## src/rtl/nileswan_spi_pkg.sv

```systemverilog
// Shared types for the nileswan SPI target: FSM states,
// synchronized pin bundle and the default filler byte.
package nileswan_spi_pkg;

   typedef enum logic [1:0] {
      IDLE,
      LOAD,
      SHIFT
   } spi_state_e;

   typedef struct packed {
      logic level;
      logic rise;
      logic fall;
   } pin_t;

   localparam logic [7:0] FILLER_DEFAULT = 8'hFF;

endpackage

```

## src/rtl/spi_pin_sync.sv

```systemverilog
// Multi-flop synchronizer for one asynchronous SPI pin,
// with rise/fall detection one register behind the chain.
module spi_pin_sync
   import nileswan_spi_pkg::*;
#(
   parameter int   STAGES = 2,
   parameter logic INIT   = 1'b0
) (
   input  logic clk_i,
   input  logic rst_ni,
   input  logic pin_i,
   output pin_t pin_o
);

   logic [STAGES-1:0] sync_q;
   logic              prev_q;

   always_ff @(posedge clk_i or negedge rst_ni) begin
      if (!rst_ni) begin
         sync_q <= {STAGES{INIT}};
         prev_q <= INIT;
      end else begin
         sync_q <= {sync_q[STAGES-2:0], pin_i};
         prev_q <= sync_q[STAGES-1];
      end
   end

   assign pin_o.level = sync_q[STAGES-1];
   assign pin_o.rise  = sync_q[STAGES-1] & ~prev_q;
   assign pin_o.fall  = ~sync_q[STAGES-1] & prev_q;

endmodule

```

## src/rtl/spi_target.sv

```systemverilog
// SPI mode 0 target, MSB first, oversampled by the system
// clock, with a one-byte TX holding register and RX strobe.
module spi_target
   import nileswan_spi_pkg::*;
#(
   parameter logic [7:0] FILLER      = FILLER_DEFAULT,
   parameter int         SYNC_STAGES = 2
) (
   input  logic       Clk,
   input  logic       nReset,
   input  logic       SClk,
   input  logic       nSel,
   input  logic       SDi,
   output logic       SDo,
   output logic       SDoEnable,
   output logic [7:0] RxData,
   output logic       RxValid,
   input  logic [7:0] TxData,
   input  logic       TxLoad,
   output logic       TxReady,
   output logic [8:0] ByteCount,
   output logic       Selected,
   output logic       Overrun,
   output logic       Underrun,
   output logic       FrameEnd,
   input  logic       ClearFlags
);

   pin_t sclk_s, nsel_s, sdi_s;
   logic unused_pins;

   spi_pin_sync #(.STAGES(SYNC_STAGES), .INIT(1'b0)) u_sclk (
      .clk_i(Clk), .rst_ni(nReset), .pin_i(SClk), .pin_o(sclk_s)
   );
   spi_pin_sync #(.STAGES(SYNC_STAGES), .INIT(1'b1)) u_nsel (
      .clk_i(Clk), .rst_ni(nReset), .pin_i(nSel), .pin_o(nsel_s)
   );
   spi_pin_sync #(.STAGES(SYNC_STAGES), .INIT(1'b1)) u_sdi (
      .clk_i(Clk), .rst_ni(nReset), .pin_i(SDi), .pin_o(sdi_s)
   );

   assign unused_pins = ^{sclk_s.level, sdi_s.rise, sdi_s.fall};

   spi_state_e state_q;
   logic [7:0] tx_sr_q, rx_sr_q, hold_q, rx_data_q;
   logic [2:0] bit_q;
   logic [8:0] byte_cnt_q;
   logic       tx_ready_q, rx_valid_q, reload_pend_q;
   logic       overrun_q, underrun_q, frame_end_q;
   logic       sdo_en_q, selected_q;

   logic       last_rise, do_reload;
   logic [7:0] rx_byte, reload_byte;

   assign last_rise   = (state_q == SHIFT) & sclk_s.rise
                      & (bit_q == 3'd7);
   assign rx_byte     = {rx_sr_q[6:0], sdi_s.level};
   assign reload_byte = tx_ready_q ? FILLER : hold_q;
   // Reload after the 8th rise happens on the following SClk fall
   assign do_reload   = ~nsel_s.rise & ((state_q == LOAD) |
                        ((state_q == SHIFT) & sclk_s.fall & reload_pend_q));

   always_ff @(posedge Clk or negedge nReset) begin
      if (!nReset) begin
         state_q       <= IDLE;
         tx_sr_q       <= 8'hFF;
         rx_sr_q       <= '0;
         hold_q        <= '0;
         rx_data_q     <= '0;
         bit_q         <= '0;
         byte_cnt_q    <= '0;
         tx_ready_q    <= 1'b1;
         rx_valid_q    <= 1'b0;
         reload_pend_q <= 1'b0;
         overrun_q     <= 1'b0;
         underrun_q    <= 1'b0;
         frame_end_q   <= 1'b0;
         sdo_en_q      <= 1'b0;
         selected_q    <= 1'b0;
      end else begin
         rx_valid_q  <= 1'b0;
         frame_end_q <= 1'b0;
         selected_q  <= ~nsel_s.level;

         if (nsel_s.rise) begin
            state_q       <= IDLE;
            frame_end_q   <= 1'b1;
            sdo_en_q      <= 1'b0;
            reload_pend_q <= 1'b0;
            tx_sr_q       <= 8'hFF;
            if (last_rise) overrun_q <= 1'b1;
         end else begin
            unique case (state_q)
               IDLE: begin
                  if (nsel_s.fall) begin
                     state_q       <= LOAD;
                     byte_cnt_q    <= '0;
                     bit_q         <= '0;
                     reload_pend_q <= 1'b0;
                     sdo_en_q      <= 1'b1;
                  end
               end
               LOAD: state_q <= SHIFT;
               SHIFT: begin
                  if (sclk_s.rise) begin
                     rx_sr_q <= rx_byte;
                     bit_q   <= bit_q + 3'd1;
                  end
                  if (last_rise) begin
                     rx_data_q     <= rx_byte;
                     rx_valid_q    <= 1'b1;
                     reload_pend_q <= 1'b1;
                     if (byte_cnt_q != 9'd511)
                        byte_cnt_q <= byte_cnt_q + 9'd1;
                  end
                  if (sclk_s.fall) begin
                     reload_pend_q <= 1'b0;
                     if (!reload_pend_q)
                        tx_sr_q <= {tx_sr_q[6:0], 1'b1};
                  end
               end
               default: state_q <= IDLE;
            endcase
         end

         if (do_reload) begin
            tx_sr_q <= reload_byte;
            if (tx_ready_q) underrun_q <= 1'b1;
            else            tx_ready_q <= 1'b1;
         end

         // A same-cycle load misses the reload but lands afterwards
         if (TxLoad) begin
            hold_q     <= TxData;
            tx_ready_q <= 1'b0;
            if (!tx_ready_q) overrun_q <= 1'b1;
         end

         if (ClearFlags) begin
            overrun_q  <= 1'b0;
            underrun_q <= 1'b0;
         end
      end
   end

   assign SDo       = tx_sr_q[7];
   assign SDoEnable = sdo_en_q;
   assign RxData    = rx_data_q;
   assign RxValid   = rx_valid_q;
   assign TxReady   = tx_ready_q;
   assign ByteCount = byte_cnt_q;
   assign Selected  = selected_q;
   assign Overrun   = overrun_q;
   assign Underrun  = underrun_q;
   assign FrameEnd  = frame_end_q;

endmodule

```

## config.mk

```make
export PLATFORM = sky130hd
export DESIGN_NAME = spi_target
export DESIGN_NICKNAME = d
export VERILOG_FILES = /design/src/rtl/nileswan_spi_pkg.sv /design/src/rtl/spi_pin_sync.sv /design/src/rtl/spi_target.sv
export SDC_FILE = /design/constraint.sdc
export NUM_CORES = 1
export LEC_CHECK = 0
export CAP_MARGIN = 20
export CORE_MARGIN = 2
export CORE_UTILIZATION = 54
export DETAILED_ROUTE_END_ITERATION = 6
export PLACE_DENSITY_LB_ADDON = 0.3
export SYNTH_ARGS = -nofsm -noshare
export SYNTH_HDL_FRONTEND = slang
export SYNTH_HIERARCHICAL = 1
export SYNTH_SLANG_ARGS = --single-unit
```

## constraint.sdc

```tcl
create_clock -name Clk -period 2.9 [get_ports Clk]
set_clock_uncertainty 0.15 [all_clocks]
set_input_delay 0.87 -clock Clk [delete_from_list [all_inputs] [get_ports Clk]]
set_output_delay 0.87 -clock Clk [all_outputs]
set_load 0.05 [all_outputs]
```

Word-level counts from Yosys, hierarchy flattened
Cells that the tools add are included.
Storage, ports and cells
  bits in registers: 61
  output and inout bits: 25
  logic and storage cells: 106
Operators by class
  $add $sub $neg: 2
  equality and inequality tests: 12
  multiplexer cells: 38
  bitwise operators: 15
  reduce and logical (&&, ||, !) cells: 19
Operators with widths (number)
  8-bit two-way mux: 6
  9-bit two-way mux: 3
  1-bit two-way mux: 21
  9-bit one-hot mux with 2 select lines: 1
  3-bit AND reduction: 4
  2-bit nonzero test: 6
  9-bit by 1-bit adder with 9-bit output, second input constant: 1
  1-bit bitwise AND: 9
  9-bit != test, second input constant: 1
  3-bit nonzero test: 3
  2-bit != test, second input constant: 4
  3-bit two-way mux: 2
  2-bit one-hot mux with 3 select lines: 1
  3-bit one-hot mux with 2 select lines: 1
  2-bit AND reduction: 3
  1-bit inverter: 5
  5-bit AND reduction: 1
  2-bit two-way mux: 2
  4-bit != test, second input constant: 1
  4-bit AND reduction: 1
  3-bit by 1-bit adder with 3-bit output, second input constant: 1
  3-bit equality test, second input constant: 1
  3-bit by 2-bit != test with 1-bit output, second input constant: 1
  3-bit != test, second input constant: 1
  other kinds (6): 6

Longest topological paths before layout
Gate-level depths: netlist of run 1.
  depth in word-level cells: 9
  depth in mapped cells: 8
  depth with buffers taken out: 8

Cells and area by module
Netlist of run 1, hierarchy kept.
By module, submodules not included
  spi_target: instances 1, cells each 203, area each 2508.7 µm², seq. area each 1337.5 µm²
  spi_pin_sync at u_nsel ...: instances 2, cells each 6, area each 101.3 µm², seq. area each 78.8 µm²
  spi_pin_sync at u_sclk: instances 1, cells each 6, area each 97.6 µm², seq. area each 75.1 µm²

Worst setup path before layout of run 1
Ideal clock, no wire load.
  path type: flip-flop to flip-flop
  start point: register byte_cnt_q[0], in the netlist ByteCount[0]
  end point: register byte_cnt_q[1], in the netlist ByteCount[1]
  library setup time: 79 ps
  arrival: 2358 ps
  path slack: 312 ps
  stages on the path, launching flop included: 9
  buffers on the path: 0
  period minus slack after synthesis: 2588 ps
  cells stage by stage: dfrtp_1 > ha_1 > and3_1 > and2_1 > and3_1 > ha_1 > nand4b_1 > a21oi_2 > mux2i_1
On the way
  longest elaborated chain between the ends: 4
Ends and longest elaborated chain
  start: declaration: RTL line spi_target.sv:47  | logic [8:0] byte_cnt_q;
  start signal: assignment: RTL line spi_target.sv:114  | byte_cnt_q <= byte_cnt_q + 9'd1;
  9-bit by 1-bit adder with 9-bit output: RTL line spi_target.sv:114
  9-bit two-way mux: RTL line spi_target.sv:113  | if (byte_cnt_q != 9'd511)
  9-bit two-way mux: RTL line spi_target.sv:109  | if (last_rise) begin
  9-bit one-hot mux with 2 select lines: RTL line spi_target.sv:93  | unique case (state_q)
Several ways; a longest one is shown, not always the timed one. The select of a mux whose other input is x is not followed.
A chain may end at the register's enable or synchronous reset.

Final worst setup path of run 1
  start point: register tx_ready_q, in the netlist TxReady
  end point: output TxReady
RTL lines
  start: declaration: RTL line spi_target.sv:48  | logic tx_ready_q, rx_valid_q, reload_pend_q;
  start signal: assignment: RTL line spi_target.sv:72  | tx_ready_q <= 1'b1;
  start signal: assignment: RTL line spi_target.sv:129  | else tx_ready_q <= 1'b1;
  start signal: assignment: RTL line spi_target.sv:135  | tx_ready_q <= 1'b0;
  end: declaration: RTL line spi_target.sv:20  | output logic TxReady,
No word-level cell between the ends.

==> impl_metrics.json, run 1 <==
{
  "wire_per_inst_um": 15.5,
  "cp_cell_sequence": "clkdlybuf4s50_1",
  "die_w_um": 75.5,
  "clk_path_buf_depth": 2,
  "vias": 1838,
  "setup_viol": 0,
  "clk_pin_slew_worst_paths_ps": 60,
  "drtPass1Iterations": 5,
  "maxSlewHeadroom": 0.595,
  "comb_power_share": 0.122,
  "dpl_cell_area_um2": 3180,
  "status": "complete, no violations",
  "totalPowerFinal_mw": 2.04,
  "pwr-share-seq": 0.487,
  "cts_made_buffers": 9,
  "grt.busiest_layer": "met2",
  "crit_path_end": "TxReady",
  "totalWireLength_mm": 5.12,
  "multi_input_area_um2": 1090,
  "grt_overflow": 0,
  "finalNetCount": 275,
  "switching_share": 0.246,
  "vias_per_cell": 5.55,
  "cap_viol_max_count": 0,
  "numPortBuffers": 39,
  "grt_pass1_wl_mm": 8.54,
  "rsz0062_at_grt": "false",
  "core_um2": 5010,
  "post_cts_resized": 0,
  "cp-start-kind": "register",
  "cp_max_fo": 10,
  "ant_nets": 0,
  "cts_max_level": 3,
  "cp.depth": 1,
  "drc_errors": 0,
  "grt_use_met1": 0.280,
  "grt_util_met2": 0.293,
  "rows": 26,
  "rrSetupSlack_ps": 290,
  "postCtsSetupBuffers": 0,
  "gp_congestion": 0.869,
  "seq_area_um2": 1540,
  "leakage_nw": 1.48,
  "fin_crit_sh": 0.969,
  "holdPathStages": 0,
  "worstSetupStartpoint": "TxReady",
  "final_common_cell": "dfrtp_1",
  "hold_class": "reg -> reg",
  "finalHoldViolCount": 0,
  "cts_tree": "yes",
  "required_ps": 1880,
  "start_util": 0.551,
  "cts_hold_buf": 0,
  "grt_max_degree": 62,
  "grt_pass1_vias": 1802,
  "die_h_um": 75.5,
  "postLayoutCoreUtil": 0.676,
  "grt_use_total": 0.202,
  "finalSetupTns_ps": 0,
  "reg2regPathDepth": 8,
  "drt_iter0_drc": 131,
  "nFillCells": 397,
  "n_antenna_cell": 0,
  "drv_slew": 0,
  "rr_endpoint": "ByteCount[8]",
  "endpoint_kind": "primary output",
  "die-area_um2": 5700,
  "layout_common_cells": "dfrtp_1 (47), clkdlybuf4s50_1 (38), mux2_2 (15), dfstp_2 (14), a31oi_1 (12)",
  "hold_ws_ps": 196,
  "arrival_ps": 1790,
  "max_freq_mhz": 356,
  "clkPwrFrac": 0.391,
  "slowest_delay_ps": 830,
  "critical_path_class": "reg -> out",
  "tightest_slew_ps": 608,
  "dp_hpwl_mm": 3.32,
  "p_int_mw": 1.54,
  "areaGrowthSynthToFinish_pct": 22.8,
  "stdcell_area_um2": 3390,
  "antenna_found_initial": 0,
  "power.density_nw_per_um2": 603,
  "avgSynthCellArea_um2": 12.7,
  "switchingPower_uw": 504,
  "r2r-start": "ByteCount[0]",
  "cp_top_family": "buffers and inverters",
  "cts_root_buf": "clkbuf_8",
  "clock_latency_ps": 340,
  "synth_cells": 217,
  "synth_fp_nets": 236,
  "met3_usage": 0.0701,
  "clkSinkCount": 61,
  "drive_above_1_share": 0.241,
  "cp_slowest_cell": "clkdlybuf4s50_1",
  "ir_worst_vdd_mv": 0.332,
  "critPathBufInv": 1,
  "finalCriticalPeriod_ps": 2810,
  "synth_area_um2": 2760,
  "io_pins": 40,
  "yosysWarnings": 6
}
==> how the worst min path moves through the flow <==
stage                           from          endpoint  slack [ps]
floorplan           u_sclk/sync_q[0]  u_sclk/sync_q[1]         180
global placement    u_sclk/sync_q[0]  u_sclk/sync_q[1]         190
detailed placement  u_sclk/sync_q[0]  u_sclk/sync_q[1]         190
CTS                 u_sclk/sync_q[0]  u_sclk/sync_q[1]         200
global route        u_sclk/sync_q[0]  u_sclk/sync_q[1]         200
finish              u_sclk/sync_q[0]  u_sclk/sync_q[1]         200
==> cell type report <==
cell class              count  share of cell area
flip-flops and latches     61               0.456
repair buffers             43               0.126
inverters                   9             0.00997
well taps                  70              0.0258
clock inverters             4              0.0214
clock buffers              12              0.0399
multi-input cells         132               0.321
==> flip-flops by register name, summed over array words and instances, names as in the netlist, 2 cells and up <==
signal,flops
state_q,2
u_sdi/sync_q,2
u_nsel/sync_q,2
tx_sr_q,8
ByteCount,9
u_sclk/sync_q,2
rx_sr_q,7
RxData,8
bit_q,3
hold_q,8
==> power by group through the flow <==
| stage | clock network, mW | logic [mW] | registers (mW) |
|---|---|---|---|
| 6_report | 0.799 | 0.250 | 0.996 |
| 5_1_grt | 0.856 | 0.276 | 1.01 |
| 4_1_cts | 0.823 | 0.252 | 0.996 |
| 3_5_place_dp | 0 | 0.249 | 1.01 |
| 3_3_place_gp | 0 | 0.244 | 1.01 |
| 2_1_floorplan | 0 | 0.159 | 1.02 |
==> metal layers <==
metal	routed length (um)	share of wire
met5	0	0
met4	99	0.019
met3	285	0.056
met2	2480	0.48
met1	2260	0.44
==> metrics by stage <==
step | std cells | worst slack [ps]
2_1_floorplan | 217 | 312
3_3_place_gp | 315 | 441
3_5_place_dp | 315 | 328
4_1_cts | 331 | 66.6
5_1_grt | 331 | 26.7
6_report | 331 | 90.4
Power figures use the tool's default switching activity.
==> run 2, diff against run 1 <==
- CORE_UTILIZATION: 54 -> 62
- DONT_BUFFER_PORTS: default -> 1
==> run 2 against run 1 <==
Effect of this change:
- die area decreased by 12%
- via count decreased by 3.3%
- non-clock buffer count decreased by 34
- sequential cell count unchanged
- first-iteration DRC count increased by 27%
- power decreased by 1.9%
- clock power increased by 2%
- largest power group unchanged
==> impl_metrics.json, run 2 (synthesis results as in run 1) <==
{
  "status": "complete, no violations",
  "grt_overflow": 0,
  "cp-start-kind": "register",
  "cts_max_level": 3,
  "arrival_ps": 2600,
  "max_freq_mhz": 391,
  "rr_endpoint": "ByteCount[6]",
  "critical_path_class": "reg -> reg",
  "hold_class": "in -> async",
  "drtPass1Iterations": 4,
  "power.density_nw_per_um2": 666,
  "tightest_slew_ps": 632,
  "die-area_um2": 5000,
  "drv_slew": 0,
  "maxSlewHeadroom": 0.578,
  "numPortBuffers": 0,
  "totalWireLength_mm": 5.21,
  "fin_crit_sh": 0.883,
  "nFillCells": 300,
  "cts_made_buffers": 9,
  "core_um2": 4320,
  "final_common_cell": "dfrtp_1",
  "totalPowerFinal_mw": 2.01,
  "grt_use_total": 0.226,
  "setup_viol": 0,
  "grt_pass1_wl_mm": 8.74,
  "drt_iter0_drc": 167,
  "io_pins": 40,
  "worst_slack_ps": 340,
  "finalNetCount": 241,
  "rrSetupSlack_ps": 340,
  "leakage_nw": 1.37,
  "n_antenna_cell": 0,
  "cp_max_fo": 8,
  "cp_cell_sequence": "ha_1 > and3_1 > and2_1 > and3_1 > ha_1 > nand4b_1 > a21oi_2 > o221ai_1",
  "r2r-start": "ByteCount[0]",
  "drc_errors": 0,
  "finalSetupTns_ps": 0,
  "start_util": 0.638,
  "clk_pin_slew_worst_paths_ps": 70,
  "endpoint_kind": "register",
  "finalCriticalPeriod_ps": 2560,
  "grt_max_degree": 62,
  "vias": 1777,
  "vias_per_cell": 6.37,
  "areaGrowthSynthToFinish_pct": 9.11,
  "die_h_um": 70.7,
  "wire_per_inst_um": 18.7,
  "finalHoldViolCount": 0,
  "required_ps": 2940,
  "die_w_um": 70.7,
  "post_cts_resized": 0,
  "ir_worst_vdd_mv": 0.362,
  "layout_common_cells": "dfrtp_1 (47), mux2_2 (15), dfstp_2 (14), a31oi_1 (12)",
  "cp_slowest_cell": "a21oi_2",
  "postCtsSetupBuffers": 0,
  "rows": 24,
  "gp_congestion": 0.894,
  "clkSinkCount": 61,
  "cts_tree": "yes",
  "clk_path_buf_depth": 2,
  "cap_viol_max_count": 0,
  "clock_latency_ps": 330,
  "grt_pass1_vias": 1811,
  "cts_root_buf": "clkbuf_8",
  "hold_ws_ps": 75.9,
  "antenna_found_initial": 0,
  "post-place-ws_ps": 393,
  "largest_reg_flops": 9,
  "ant_nets": 0,
  "drive_above_1_share": 0.308,
  "cts_hold_buf": 0,
  "slowest_delay_ps": 420,
  "dp_hpwl_mm": 3.49,
  "rsz0062_at_grt": "false",
  "reg2regPathDepth": 8
}
-- run 2: layout make-up --
cell class	count	area, um2	area share
inverters	9	33.8	0.0112
repair buffers	9	67.6	0.0224
clock inverters	7	90.1	0.0299
well taps	52	65.1	0.0216
clock buffers	9	124	0.0411
flip-flops and latches	61	1540	0.513
multi-input cells	132	1090	0.361
-- run 2: routing by layer --
| metal | track usage | share of wire |
|---|---|---|
| met5 | 0 | 0 |
| met4 | 0.0985 | 0.013 |
| met3 | 0.0670 | 0.050 |
| met2 | 0.351 | 0.51 |
| met1 | 0.298 | 0.43 |
-- run 2: power by group --
| group | internal [mW] | leakage (nW) | switching [mW] |
|---|---|---|---|
| sequential | 0.940 | 0.767 | 0.0880 |
| clock | 0.479 | 0.105 | 0.337 |
| combinational | 0.0844 | 0.497 | 0.0784 |
| total | 1.50 | 1.37 | 0.503 |
-- run 2: worst max-delay path by stage --
stage	end	slack [ps]	depth (start not counted)	startpoint
6_report	ByteCount[6]	340	8	ByteCount[0]
5_1_grt	ByteCount[1]	230	8	ByteCount[0]
4_1_cts	ByteCount[1]	370	8	ByteCount[0]
3_5_place_dp	ByteCount[1]	390	8	ByteCount[1]
3_3_place_gp	ByteCount[8]	510	8	ByteCount[0]
2_1_floorplan	ByteCount[1]	310	8	ByteCount[0]
-- run 2: worst max-delay path, delay by kind of cell, from the launching register on --
| family | cells | cell delay [ps] |
|---|---|---|
| fa+ha+maj | 2 | 450 |
| simple gates | 4 | 830 |
| flops | 1 | 380 |
| compound gates | 2 | 600 |
-- run 2: per-stage QoR --
stage / utilization / std cells / instance area, um2
global placement: 0.647 / 263 / 2800
finish: 0.696 / 279 / 3010
floorplan: - / 217 / 2760
detailed placement: 0.647 / 263 / 2800
CTS: 0.696 / 279 / 3010
global route: 0.696 / 279 / 3010
